===== src/rtl/mips_muldiv_unit_pkg.sv =====
// Shared types for the MIPS multiply/divide unit: R-type funct codes, FSM states
// and the decoded operation class.
package mips_muldiv_unit_pkg;

  typedef enum logic [5:0] {
    MFHI  = 6'h10,
    MTHI  = 6'h11,
    MFLO  = 6'h12,
    MTLO  = 6'h13,
    MULT  = 6'h18,
    MULTU = 6'h19,
    DIV   = 6'h1A,
    DIVU  = 6'h1B
  } mips_funct_e;

  typedef enum logic [1:0] {
    IDLE,
    CALC,
    FIX,
    DONE
  } muldiv_state_e;

  typedef enum logic [2:0] {
    MD_NONE,
    MD_MUL,
    MD_DIV,
    MD_MTHI,
    MD_MTLO,
    MD_MFHI,
    MD_MFLO
  } muldiv_op_e;

endpackage


===== src/rtl/mips_muldiv_unit_decoder.sv =====
// Combinational funct decode into a mul/div operation class plus signedness.
// Shared with the main control FSM so it can make the same stall decisions.
module mips_muldiv_unit_decoder
  import mips_muldiv_unit_pkg::*;
(
  input  logic [5:0] funct_i,
  output muldiv_op_e op_o,
  output logic       signed_o
);

  always_comb begin
    op_o     = MD_NONE;
    signed_o = 1'b0;
    case (funct_i)
      MULT:    begin op_o = MD_MUL; signed_o = 1'b1; end
      MULTU:   op_o = MD_MUL;
      DIV:     begin op_o = MD_DIV; signed_o = 1'b1; end
      DIVU:    op_o = MD_DIV;
      MTHI:    op_o = MD_MTHI;
      MTLO:    op_o = MD_MTLO;
      MFHI:    op_o = MD_MFHI;
      MFLO:    op_o = MD_MFLO;
      default: op_o = MD_NONE;
    endcase
  end

endmodule


===== src/rtl/mips_muldiv_unit.sv =====
// Iterative multiply/divide unit owning HI/LO. Signed ops run on magnitudes
// for DATA_W cycles, then signs are applied in a single fix-up cycle.
module mips_muldiv_unit
  import mips_muldiv_unit_pkg::*;
#(
  parameter int DATA_W = 32,
  parameter bit DIV_EN = 1'b1
) (
  input  logic              clk,
  input  logic              rst,
  input  logic              start,
  input  logic [5:0]        funct,
  input  logic [DATA_W-1:0] rs_data,
  input  logic [DATA_W-1:0] rt_data,
  output logic              busy,
  output logic              done,
  output logic [DATA_W-1:0] hi,
  output logic [DATA_W-1:0] lo,
  output logic [DATA_W-1:0] rd_data,
  output logic              stall
);

  localparam int CNT_W = $clog2(DATA_W);

  function automatic logic [DATA_W-1:0] cond_neg_w(input logic [DATA_W-1:0] x, input logic en);
    return en ? (~x + DATA_W'(1)) : x;
  endfunction

  function automatic logic [2*DATA_W-1:0] cond_neg_2w(input logic [2*DATA_W-1:0] x, input logic en);
    return en ? (~x + (2*DATA_W)'(1)) : x;
  endfunction

  muldiv_op_e dec_op;
  logic       dec_signed;

  mips_muldiv_unit_decoder u_dec (
    .funct_i  (funct),
    .op_o     (dec_op),
    .signed_o (dec_signed)
  );

  muldiv_state_e       state_q, state_d;
  logic [CNT_W-1:0]    cnt_q, cnt_d;
  logic                is_div_q, is_div_d;
  logic                neg_res_q, neg_res_d;
  logic                neg_rem_q, neg_rem_d;
  logic                dz_q, dz_d;
  logic [DATA_W-1:0]   a_q, a_d;
  logic [DATA_W-1:0]   b_q, b_d;
  logic [2*DATA_W-1:0] acc_q, acc_d;
  logic [DATA_W-1:0]   rem_q, rem_d;
  logic [DATA_W-1:0]   hi_q, hi_d;
  logic [DATA_W-1:0]   lo_q, lo_d;
  logic                done_q, done_d;
  logic                busy_q, busy_d;

  // Operand capture: magnitudes for signed ops, raw values otherwise
  logic              sa, sb;
  logic [DATA_W-1:0] abs_a, abs_b;
  assign sa    = dec_signed & rs_data[DATA_W-1];
  assign sb    = dec_signed & rt_data[DATA_W-1];
  assign abs_a = cond_neg_w(rs_data, sa);
  assign abs_b = cond_neg_w(rt_data, sb);

  // Iteration datapath: shift-add multiply, restoring shift-subtract divide
  logic [DATA_W-1:0]   mul_add;
  logic [DATA_W:0]     mul_sum;
  logic [2*DATA_W-1:0] mul_next;
  logic [DATA_W:0]     div_shift, div_diff;
  assign mul_add   = acc_q[0] ? a_q : '0;
  assign mul_sum   = {1'b0, acc_q[2*DATA_W-1:DATA_W]} + {1'b0, mul_add};
  assign mul_next  = {mul_sum, acc_q[DATA_W-1:1]};
  assign div_shift = {rem_q, acc_q[DATA_W-1]};
  assign div_diff  = div_shift - {1'b0, b_q};

  // Sign fix-up results
  logic [2*DATA_W-1:0] prod_fix;
  logic [DATA_W-1:0]   quo_fix, rem_fix;
  assign prod_fix = cond_neg_2w(acc_q, neg_res_q);
  assign quo_fix  = dz_q ? '1 : cond_neg_w(acc_q[DATA_W-1:0], neg_res_q);
  assign rem_fix  = cond_neg_w(rem_q, neg_rem_q);

  always_comb begin
    state_d   = state_q;
    cnt_d     = cnt_q;
    is_div_d  = is_div_q;
    neg_res_d = neg_res_q;
    neg_rem_d = neg_rem_q;
    dz_d      = dz_q;
    a_d       = a_q;
    b_d       = b_q;
    acc_d     = acc_q;
    rem_d     = rem_q;
    hi_d      = hi_q;
    lo_d      = lo_q;
    done_d    = 1'b0;
    case (state_q)
      IDLE: begin
        if (start) begin
          case (dec_op)
            MD_MUL, MD_DIV: begin
              if (dec_op == MD_DIV && !DIV_EN) begin
                done_d = 1'b1;
              end else begin
                is_div_d  = (dec_op == MD_DIV);
                neg_res_d = sa ^ sb;
                neg_rem_d = sa;
                dz_d      = (rt_data == '0);
                a_d       = abs_a;
                b_d       = abs_b;
                acc_d     = {{DATA_W{1'b0}}, (dec_op == MD_DIV) ? abs_a : abs_b};
                rem_d     = '0;
                cnt_d     = CNT_W'(DATA_W - 1);
                state_d   = CALC;
              end
            end
            MD_MTHI: begin hi_d = rs_data; done_d = 1'b1; end
            MD_MTLO: begin lo_d = rs_data; done_d = 1'b1; end
            default: ;
          endcase
        end
      end
      CALC: begin
        if (is_div_q) begin
          if (!div_diff[DATA_W]) begin
            rem_d = div_diff[DATA_W-1:0];
            acc_d = {acc_q[2*DATA_W-1:DATA_W], acc_q[DATA_W-2:0], 1'b1};
          end else begin
            rem_d = div_shift[DATA_W-1:0];
            acc_d = {acc_q[2*DATA_W-1:DATA_W], acc_q[DATA_W-2:0], 1'b0};
          end
        end else begin
          acc_d = mul_next;
        end
        cnt_d = cnt_q - CNT_W'(1);
        if (cnt_q == '0) state_d = FIX;
      end
      FIX: begin
        // HI/LO are written on this edge so they are valid alongside done
        if (is_div_q) begin
          hi_d = rem_fix;
          lo_d = quo_fix;
        end else begin
          hi_d = prod_fix[2*DATA_W-1:DATA_W];
          lo_d = prod_fix[DATA_W-1:0];
        end
        done_d  = 1'b1;
        state_d = DONE;
      end
      DONE:    state_d = IDLE;
      default: state_d = IDLE;
    endcase
    busy_d = (state_d == CALC) || (state_d == FIX);
  end

  always_ff @(posedge clk) begin
    if (rst) begin
      state_q   <= IDLE;
      cnt_q     <= '0;
      is_div_q  <= 1'b0;
      neg_res_q <= 1'b0;
      neg_rem_q <= 1'b0;
      dz_q      <= 1'b0;
      a_q       <= '0;
      b_q       <= '0;
      acc_q     <= '0;
      rem_q     <= '0;
      hi_q      <= '0;
      lo_q      <= '0;
      done_q    <= 1'b0;
      busy_q    <= 1'b0;
    end else begin
      state_q   <= state_d;
      cnt_q     <= cnt_d;
      is_div_q  <= is_div_d;
      neg_res_q <= neg_res_d;
      neg_rem_q <= neg_rem_d;
      dz_q      <= dz_d;
      a_q       <= a_d;
      b_q       <= b_d;
      acc_q     <= acc_d;
      rem_q     <= rem_d;
      hi_q      <= hi_d;
      lo_q      <= lo_d;
      done_q    <= done_d;
      busy_q    <= busy_d;
    end
  end

  assign busy    = busy_q;
  assign done    = done_q;
  assign hi      = hi_q;
  assign lo      = lo_q;
  assign rd_data = (dec_op == MD_MFHI) ? hi_q :
                   (dec_op == MD_MFLO) ? lo_q : '0;
  assign stall   = busy_q & ((dec_op == MD_MFHI) | (dec_op == MD_MFLO));

endmodule


===== config.mk =====
export PLATFORM = sky130hd
export DESIGN_NAME = mips_muldiv_unit
export DESIGN_NICKNAME = d
export VERILOG_FILES = /design/src/rtl/mips_muldiv_unit_pkg.sv /design/src/rtl/mips_muldiv_unit_decoder.sv /design/src/rtl/mips_muldiv_unit.sv
export SDC_FILE = /design/constraint.sdc
export NUM_CORES = 1
export LEC_CHECK = 0
export CORE_UTILIZATION = 47
export DETAILED_ROUTE_END_ITERATION = 10
export PLACE_DENSITY = 0.79
export SYNTH_ARGS = -nofsm -noshare
export SYNTH_HDL_FRONTEND = slang
export SYNTH_SLANG_ARGS = --single-unit

===== constraint.sdc =====
create_clock -name clk -period 5.5 [get_ports clk]
set_clock_uncertainty 0.1 [all_clocks]
set_input_delay 1.65 -clock clk [delete_from_list [all_inputs] [get_ports clk]]
set_output_delay 1.65 -clock clk [all_outputs]
set_load 0.1 [all_outputs]

Word-level counts from Yosys, hierarchy flattened. Index checks and enable logic that the tools add are counted.

Bits in registers: 237. Output and inout port bits: 99. Input bits: 73. Word-level logic and storage cells: 115.

Bitwise logic cells: 10. Reduce and logical (&&, ||, !) cells: 17. Multiplexer cells: 40. $add $sub $neg: 8. Eq/ne operators: 25.

Operators with widths (count): 2-to-1 mux 32 bit (19); 2-to-1 mux 64 bit (4); one-hot mux 32 bit (2 select lines) (3); adder 32 x 1 -> 32 bit (second input constant) (4); inverter 32 bit (4); one-hot mux 64 bit (2 select lines) (1); adder 64 x 1 -> 64 bit (second input constant) (1); inverter 64 bit (1); equality test 6 x 5 -> 1 bit (second input constant) (8); adder 32 x 32 -> 33 bit (1); subtractor 33 x 32 -> 33 bit (1); zero test 32 bit (1); one-hot mux 3 bit (6 select lines) (1); AND reduction 3 bit (4); 2-to-1 mux 5 bit (2); one-hot mux 5 bit (2 select lines) (1); OR reduction 2 bit (5); equality test 3 bit (second input constant) (3); one-hot mux 2 bit (4 select lines) (1); AND reduction 4 bit (2); equality test 2 bit (second input constant) (3); equality test 3 x 2 -> 1 bit (second input constant) (2); 2-to-1 mux 2 bit (3); inequality test 2 x 1 -> 1 bit (second input constant) (3); 13 further kinds (22).

Logic depth before layout (Yosys ltp). Gate-level depths: netlist of run 1.

Depth in word-level cells: 10. Gate-level depth with buffers: 16. Depth with buffers taken out: 13.

Modules after synthesis. From an unflattened synthesis of run 1, not the netlist that was laid out.

Cell total of the unflattened synthesis: 2191. Area, all modules: 17031.3 um^2.

By module, submodules not included: mips_muldiv_unit (sequential area each 4744.6 um^2, cells each 2182, instances 1, area an instance 16980.0 um^2); mips_muldiv_unit_decoder (sequential area each 0.0 um^2, cells each 9, instances 1, area an instance 51.3 um^2).

Least setup slack after synthesis of run 1. Ideal clock, no wire load.

Kind: input-to-output. From: input funct[1]. To: output rd_data[10]. Path buffers: 2. Stages: 4. Data required time: 3.750 ns. Data arrival time: 3.864 ns. Path slack: -0.114 ns. Path through: clkbuf_1 > buf_1 > mux2i_1 > nor2_1.

Word-level cells in the longest chain between the ends: 6. Elaborated cells between the ends (all ways): 15. Those cells by class: eq/ne (10); mux (3); reduce/logical (2).

RTL lines: start, declared (RTL line mips_muldiv_unit.sv:12) `input logic [5:0] funct,`; equality test 6 x 5 -> 1 bit (RTL line mips_muldiv_unit_decoder.sv:14) `case (funct_i)`; OR reduction 2 bit (no line); one-hot mux 3 bit (6 select lines) (*) (RTL line mips_muldiv_unit_decoder.sv:14); equality test 3 bit (RTL line mips_muldiv_unit.sv:195) `(dec_op == MD_MFLO) ? lo_q : '0;`; 2-to-1 mux 32 bit (RTL line mips_muldiv_unit.sv:195); 2-to-1 mux 32 bit (*) (RTL line mips_muldiv_unit.sv:194) `assign rd_data = (dec_op == MD_MFHI) ? hi_q :`; end, declared (RTL line mips_muldiv_unit.sv:19) `output logic [DATA_W-1:0] rd_data,`.

Every way passes the cells marked *; elsewhere a longest branch is shown, timed or not.

Final worst setup path of run 1.
From: input funct[0]. To: output rd_data[29].

Same word-level chain as after synthesis.

==> results of run 1 <==
layout by cell type, fill, tap and decap left out, types with 13 or more instances in the layout:
cell and n:
sky130_fd_sc_hd__a21oi_1 179, sky130_fd_sc_hd__and3_1 13, sky130_fd_sc_hd__dfxtp_1 235, sky130_fd_sc_hd__o41ai_1 16, sky130_fd_sc_hd__or4_1 21, sky130_fd_sc_hd__ha_1 69, sky130_fd_sc_hd__nor4_1 21, sky130_fd_sc_hd__nor2_2 19
sky130_fd_sc_hd__xnor2_1 114, sky130_fd_sc_hd__a22oi_1 17, sky130_fd_sc_hd__or2_2 16, sky130_fd_sc_hd__nand2_1 279, sky130_fd_sc_hd__nor2_1 257, sky130_fd_sc_hd__a221o_1 18, sky130_fd_sc_hd__nor3_1 71, sky130_fd_sc_hd__nand4_1 29
sky130_fd_sc_hd__and2_1 39, sky130_fd_sc_hd__a311oi_1 31, sky130_fd_sc_hd__nor2b_1 15, sky130_fd_sc_hd__o21ai_0 105, sky130_fd_sc_hd__nand2b_1 22, sky130_fd_sc_hd__clkdlybuf4s50_1 136, sky130_fd_sc_hd__clkbuf_16 29, sky130_fd_sc_hd__mux2i_1 73
sky130_fd_sc_hd__inv_1 70, sky130_fd_sc_hd__xor2_1 75, sky130_fd_sc_hd__o211ai_1 39, sky130_fd_sc_hd__a211oi_1 82, sky130_fd_sc_hd__a31oi_1 27, sky130_fd_sc_hd__buf_12 38, sky130_fd_sc_hd__nand3_1 37, sky130_fd_sc_hd__a21o_1 45
sky130_fd_sc_hd__o31ai_1 35, sky130_fd_sc_hd__buf_4 45, sky130_fd_sc_hd__or3_1 22, sky130_fd_sc_hd__o221ai_1 32
worst max path at each step:
| stage | end | slack [ns] | cells after the start |
|---|---|---|---|
| floorplan | rd_data[5] | -0.11 | 4 |
| global placement | rd_data[31] | 0.33 | 5 |
| detailed placement | rd_data[29] | 0.28 | 5 |
| CTS | rd_data[29] | 0.28 | 5 |
| global route | rd_data[8] | 0.20 | 5 |
| finish | rd_data[29] | 0.26 | 5 |
worst max-delay path: stages:
cell and delay, ns:
sky130_fd_sc_hd__clkdlybuf4s50_1 0.59, sky130_fd_sc_hd__or4_1 0.59, sky130_fd_sc_hd__buf_12 0.20, sky130_fd_sc_hd__nor2_1 0.22, sky130_fd_sc_hd__buf_12 0.21
cell families after synthesis:
family / Yosys count / share of synthesized area
AO/OA/AOI/OAI: 697 / 0.262
flip-flops: 237 / 0.265
adder cells (fa/ha/maj): 71 / 0.0504
XOR/XNOR: 189 / 0.0924
multiplexers: 75 / 0.0421
AND/OR/NAND/NOR: 892 / 0.232
buffers and inverters: 263 / 0.0560
area by class of cell:
class                           count  area, um^2
Fill cell                        3488       16200
Multi-Input combinational cell   1924       12200
Sequential cell                   237        4750
Timing Repair Buffer              221        2480
Clock buffer                       40         827
Tap cell                          511         639
Inverter                           70         263
Clock inverter                     12         190
Antenna cell                        1        2.50
routing by layer:
metal,vias up,part of all wire
li1,8877,-
met1,9213,0.40
met2,1075,0.44
met3,220,0.099
met4,4,0.068
met5,-,0.00031
per-stage QoR:
step | std cells | cell area (um^2) | power (mW) | setup WS [ns]
after floorplan | 2424 | 17900 | 2.52 | -0.114
after global placement | 2963 | 20400 | 2.90 | 0.328
after detailed placement | 2963 | 20400 | 2.91 | 0.284
after CTS | 3015 | 21400 | 4.95 | 0.285
after global routing | 3015 | 21400 | 5.11 | 0.199
final | 3016 | 21400 | 5.00 | 0.259
where the power goes:
part           internal [mW]  total, mW  switching, mW
clock                   1.28       2.08          0.802
sequential              1.76       1.83         0.0643
combinational          0.342       1.09          0.750
total                   3.38       5.00           1.62
flip-flops by register name, summed over array words and instances (netlist names):
register,flops
acc_q,64
a_q,32
b_q,32
hi,32
lo,32
rem_q,32
cnt_q,5
state_q,2
busy,1
done,1
dz_q,1
is_div_q,1
neg_rem_q,1
neg_res_q,1
==> out/results.txt, run 1 <==
The tools report the met3 capacity usage during global routing as 0.0804. The tools report the timing startpoint of the critical path as funct[0]. The routed layout has 19389 vias. In the final routed layout, each cell accounts on average for 24.5 um. The post-detailed-route DRC marker count was 0; the number of synthesized flops with an enable pin was 0.

The full die area was 38900 um^2. The routing usage on met2 is 0.587. When the netlist entered floorplanning its net count stood at 2568. The tools report the level count of the clock H-tree as 1. Clock tree synthesis selected as its root buffer the cell sky130_fd_sc_hd__clkbuf_16. The number of failing hold endpoints at the final stage was 0; the met1 track demand over resource in global routing was 0.464. For this run, the post-layout net count is 2627. In this run the worst path has a maximum fanout of 33. The total routing usage reported by global routing came out at 0.373. The placed wire-length estimate is 55500 um, and the minimum clock period is 5.24 ns.

For the worst slew slack as a fraction of its limit, the log shows 0.281. The number of cell instances on the worst register-to-register path came out at 14. For the worst-case vdd ir drop, the log shows 0.000190 V. The tree built by TritonCTS fans out to 237 sinks. The average cell area after synthesis was 7.39 um^2. Worst-case hold path end point: a_q[22]. The port buffer count came out at 171.

The worst register-to-register path begins at acc_q[31]. Once detail routing completed, the nets flagged for antenna violations numbered 0. Reg-to-reg setup timing slack: 0.96 ns. The netlist area before placement is 17900 um^2. The most instantiated library cell after synthesis was sky130_fd_sc_hd__nand2_1. The tools report the pin count of the biggest net entering global routing as 74.

Ranked by total cell area, the synthesized netlist is headed by sky130_fd_sc_hd__dfxtp_1 (26%), sky130_fd_sc_hd__nand2_1 (5.8%), sky130_fd_sc_hd__nor2_1 (5.8%). The async set or reset register ratio after synthesis is 0, and the number of post-CTS setup repair buffers is 0. The floorplan step set the die width to 197 um. The starting density of the core is 0.477. In the synthesized netlist, the cells that appear most often are sky130_fd_sc_hd__nand2_1 (279), sky130_fd_sc_hd__nor2_1 (277), sky130_fd_sc_hd__dfxtp_1 (237).

The actual slew at the worst max-slew pin was 1.07 ns. The total wire length is 73900 um, and the critical path required time is 3.75 ns. Final worst-path cycle share: 0.953.

In this run the critical register-to-register path is captured at rem_q[0]. The run gives 18351 as the via count of the first global-routing pass. The tool flagged a number of max-cap violations equal to 0.

The floorplan step set the die height to 197 um. The tools report the worst slack on hold paths as 0.353 ns. After clock tree synthesis, the clock-pin slew on the worst setup and hold paths is 0.06 ns. The startpoint class of the critical path is a primary input. The violation count after the first detailed-route iteration is 2144.

Summed over all layers, the global routing overflow is 0. The tools report the post-cts hold buffer count as 0. The first global-routing pass estimated 111000 um of wire.

The most used flip-flop cell after synthesis was sky130_fd_sc_hd__dfxtp_1. The tools report the aggregate negative setup slack as 0 ns. Total of endpoints with negative setup slack in the final report: 0.

The worst endpoint data arrival time was 3.49 ns; the top-level port count was 172. The worst hold path cell count is 2, and the area overhead of the layout relative to synthesis is 19.4%. Dividing the detail-routed via count by the number of cells gives 6.43.

The post-synthesis cell type with the largest combined area is sky130_fd_sc_hd__dfxtp_1. Clock latency on the worst-skew pair, taken at its later pin, is 0.57 ns. The logs give 0.191 GHz for the achievable frequency and 71 for the row count. The number of warning messages in the yosys log is 0. In this run, synthesis produced a sequential element count of 237. Area share of the largest cell type after synthesis: 0.265. The tightest min-delay check is of the register to register type.

The floorplan core area was 37600 um^2; the post-CTS resize count was 0. The logs give 0.569 for the fraction of the core area covered by cells at the end of the flow and 1.04 for the final weighted congestion of routability-driven global placement. The startpoint of the worst hold path is a_q[22].

TritonCTS built the clock tree. The worst setup path is captured at an output port. The worst setup path is of the primary input to output port kind. The first detailed-routing pass ran for 7 iterations.

Yosys mapped the design onto 72 distinct sky130hd cell types. For this design the ratio of total power to cell area is 234 nW/um^2. The number of antenna violations at the first check in global routing was 3; the maximum clock insertion buffer count was 3. The fraction of layout cells with a size suffix above 1 works out to 0.0763.

For the number of max-slew violations in the final report, the log shows 0. Synthesized instance count: 2424. The flow ran to the end, and the final reports show no timing, DRC or antenna violations.

For this design the static power due to leakage is 7.98 nW. The layer with the highest usage was met2. Setup repair after global routing left no endpoint under its margin. The proportion of synthesized chip area in sequential cells came out at 0.265. In this run, CTS created clock tree buffers numbering 29.
No activity file was read; power rests on OpenSTA's default activity.
==> run 2: changes to the inputs <==
- CORE_ASPECT_RATIO: not set -> 1.1
- CORE_UTILIZATION: 47 -> 53
- MAX_ROUTING_LAYER: not set -> met4
- PLACE_DENSITY: 0.79 -> 0.86
==> out/results.txt, run 2 (same netlist as run 1, synthesis figures left out) <==
The flow ran to the end, and the final reports show no timing, DRC or antenna violations. The number of max-slew violations in the final report came out at 0. The total of max-cap violations came out at 0.

Setup violations remaining at the end of the flow were counted as 0. The post-detailed-route DRC marker count was 0. The level count of the clock H-tree was 1; the area of the multi-input gates was 12200 um^2.

The tools report the sequential standard cell area as 4750 um^2. The full die area is 34500 um^2. Once the clock tree was built, the resizer swapped 0 gates to a different size.

The number of antenna diodes in the final layout is 0. The clock passes through at most 3 buffers. CTS saw 237 sinks. The fraction of layout cells with a size suffix above 1 is 0.0740. The tools report the starting density of the core as 0.538.

172 I/O pins were placed. VDD sags by at most 0.000241 V. The row count was 70; the power per cell area was 228 nW/um^2.

For hold timing, the worst endpoint is a_q[26]. During placement, the flow inserted port buffers numbering 171. The library cells used most frequently in the layout, excluding fill and tap cells, are sky130_fd_sc_hd__nand2_1 (279), sky130_fd_sc_hd__nor2_1 (257), sky130_fd_sc_hd__dfxtp_1 (235). The worst hold path cell count was 2; the critical path required time was 3.75 ns. The worst slew slack as a fraction of its limit is 0.145.

Pin count of the biggest net entering global routing: 95. Measured along the x axis, the die boundary spans 177 um. Of all nets on the critical path, the largest fanout is 33. The first routing iteration left 2255 violations. The detailed router placed 19324 vias in this run.

At the later pin of the worst-skew pair, clock insertion delay measures 0.57 ns. Counting the fill cells in the layout gives 2910. The achievable frequency was 0.188 GHz. For the final weighted congestion of routability-driven global placement, the log shows 1.03.

More flip-flops sit in one register than any other, and that register is acc_q. The root buffer cell chosen for the clock tree is sky130_fd_sc_hd__clkbuf_16. Leaving out fill and tap cells, the most frequent cell in the layout is sky130_fd_sc_hd__nand2_1. The fraction of the core area covered by cells at the end of the flow came out at 0.636.

Worst-case setup slack after placement: 0.235 ns. The worst setup path is captured at an output port. Leaving out filler cells and counting taps, the final layout contains 2933. The final worst-path cycle share is 0.968, and the number of antenna-violating nets in the routed design is 0. The first global-routing pass estimated 107000 um of wire. The minimum clock period is 5.32 ns. Post-cts hold buffer count: 0. The completed layout was analyzed and its total power is 4.83 mW. The wire-length estimate of the detail-placed layout is 53600 um.

The area growth from synthesis to layout is 18.1%. The worst endpoint data arrival time was 3.57 ns. The via count of the first global-routing pass was 18307; the total wire length was 70400 um.

The reg-to-reg setup timing slack was 1.03 ns. Using the TritonRoute via totals, the vias-per-cell ratio works out to 6.59. Average routed wire per standard cell: 24.0 um. The total area inside the core boundary comes to 33300 um^2.

Startpoint class of the critical path: a primary input. At the pin with the least slew margin, the transition time is 1.28 ns. TritonCTS built the clock tree.

For this design the static power due to leakage is 7.92 nW. The register with the most flip-flops in the layout has 64 of them. TritonCTS created 28 clock buffers.

The number of placed instances, taps included came out at 2881. The worst hold path belongs to the class register to register. The post-layout worst setup margin is 0.176 ns.

In this run the most critical hold path is launched from a_q[26]. Number of failing hold endpoints at the final stage: 0. The worst setup path is of the primary input to output port kind. The tools report the number of antenna violations at the first check in global routing as 0. Chip height: 195 um. The total number of nets in the final design came out at 2623.

The launch instance of the worst register-to-register path was acc_q[0]. The number of post-CTS setup repair buffers was 0. The number of search-and-repair iterations in the first detailed-routing pass is 6. Total routing usage reported by global routing: 0.415.

In this run the critical register-to-register path is captured at acc_q[59]. The number of cell instances on the worst register-to-register path came out at 13. Setup repair after global routing left no endpoint under its margin.

Remaining global-route overflow: 0. After clock tree synthesis, the clock-pin slew on the worst setup and hold paths is 0.06 ns.
-- run 2: changes by cell type in the layout (fill, tap and decap cells not counted), moves of 2 or more --
cell,before,now
sky130_fd_sc_hd__clkbuf_8,6,4
sky130_fd_sc_hd__buf_12,38,36
sky130_fd_sc_hd__clkbuf_1,5,7
sky130_fd_sc_hd__bufinv_16,5,3
-- run 2: area by class of cell --
type	instances	area share
Inverter	70	0.0124
Tap cell	432	0.0256
Multi-Input combinational cell	1924	0.578
Timing Repair Buffer	218	0.115
Clock buffer	39	0.0370
Clock inverter	13	0.00769
Sequential cell	237	0.225
-- run 2: worst max-delay path by stage --
stage | to | startpoint | slack (ns)
floorplan | rd_data[5] | funct[1] | -0.11
global placement | rd_data[28] | funct[5] | 0.26
detailed placement | rd_data[5] | funct[5] | 0.23
CTS | rd_data[29] | funct[5] | 0.23
global route | rd_data[29] | funct[5] | 0.14
finish | rd_data[29] | funct[5] | 0.18
-- run 2: critical path: stages --
cell	delay [ns]
sky130_fd_sc_hd__clkdlybuf4s50_1	0.43
sky130_fd_sc_hd__nand2b_1	0.17
sky130_fd_sc_hd__or4_1	0.49
sky130_fd_sc_hd__buf_4	0.30
sky130_fd_sc_hd__nor2_1	0.28
sky130_fd_sc_hd__buf_12	0.21
-- run 2: where the power goes --
group          internal, mW  switching, mW  total [mW]  leakage (nW)
sequential             1.76         0.0652        1.83          1.92
combinational         0.341          0.714        1.05          5.55
clock                  1.14          0.809        1.94         0.455
total                  3.24           1.59        4.83          7.92
-- run 2: metrics by stage --
| step | hold WS [ns] | area (um^2) | setup TNS (ns) |
|---|---|---|---|
| detailed placement | 0.345 | 20200 | 0 |
| floorplan | 0.332 | 17900 | -1.68 |
| global placement | 0.343 | 20200 | 0 |
| CTS | 0.353 | 21200 | 0 |
| global route | 0.367 | 21200 | 0 |
| finish | 0.356 | 21200 | 0 |
-- run 2: layer usage --
| layer | up-vias | global-route usage | routed length [um] | part of all wire |
|---|---|---|---|---|
| met5 | - | - | 0 | 0 |
| met4 | 0 | 0.250 | 4920 | 0.070 |
| met3 | 241 | 0.0624 | 6090 | 0.087 |
| met2 | 1073 | 0.675 | 33100 | 0.47 |
| met1 | 9111 | 0.478 | 26200 | 0.37 |
| li1 | 8899 | - | - | - |
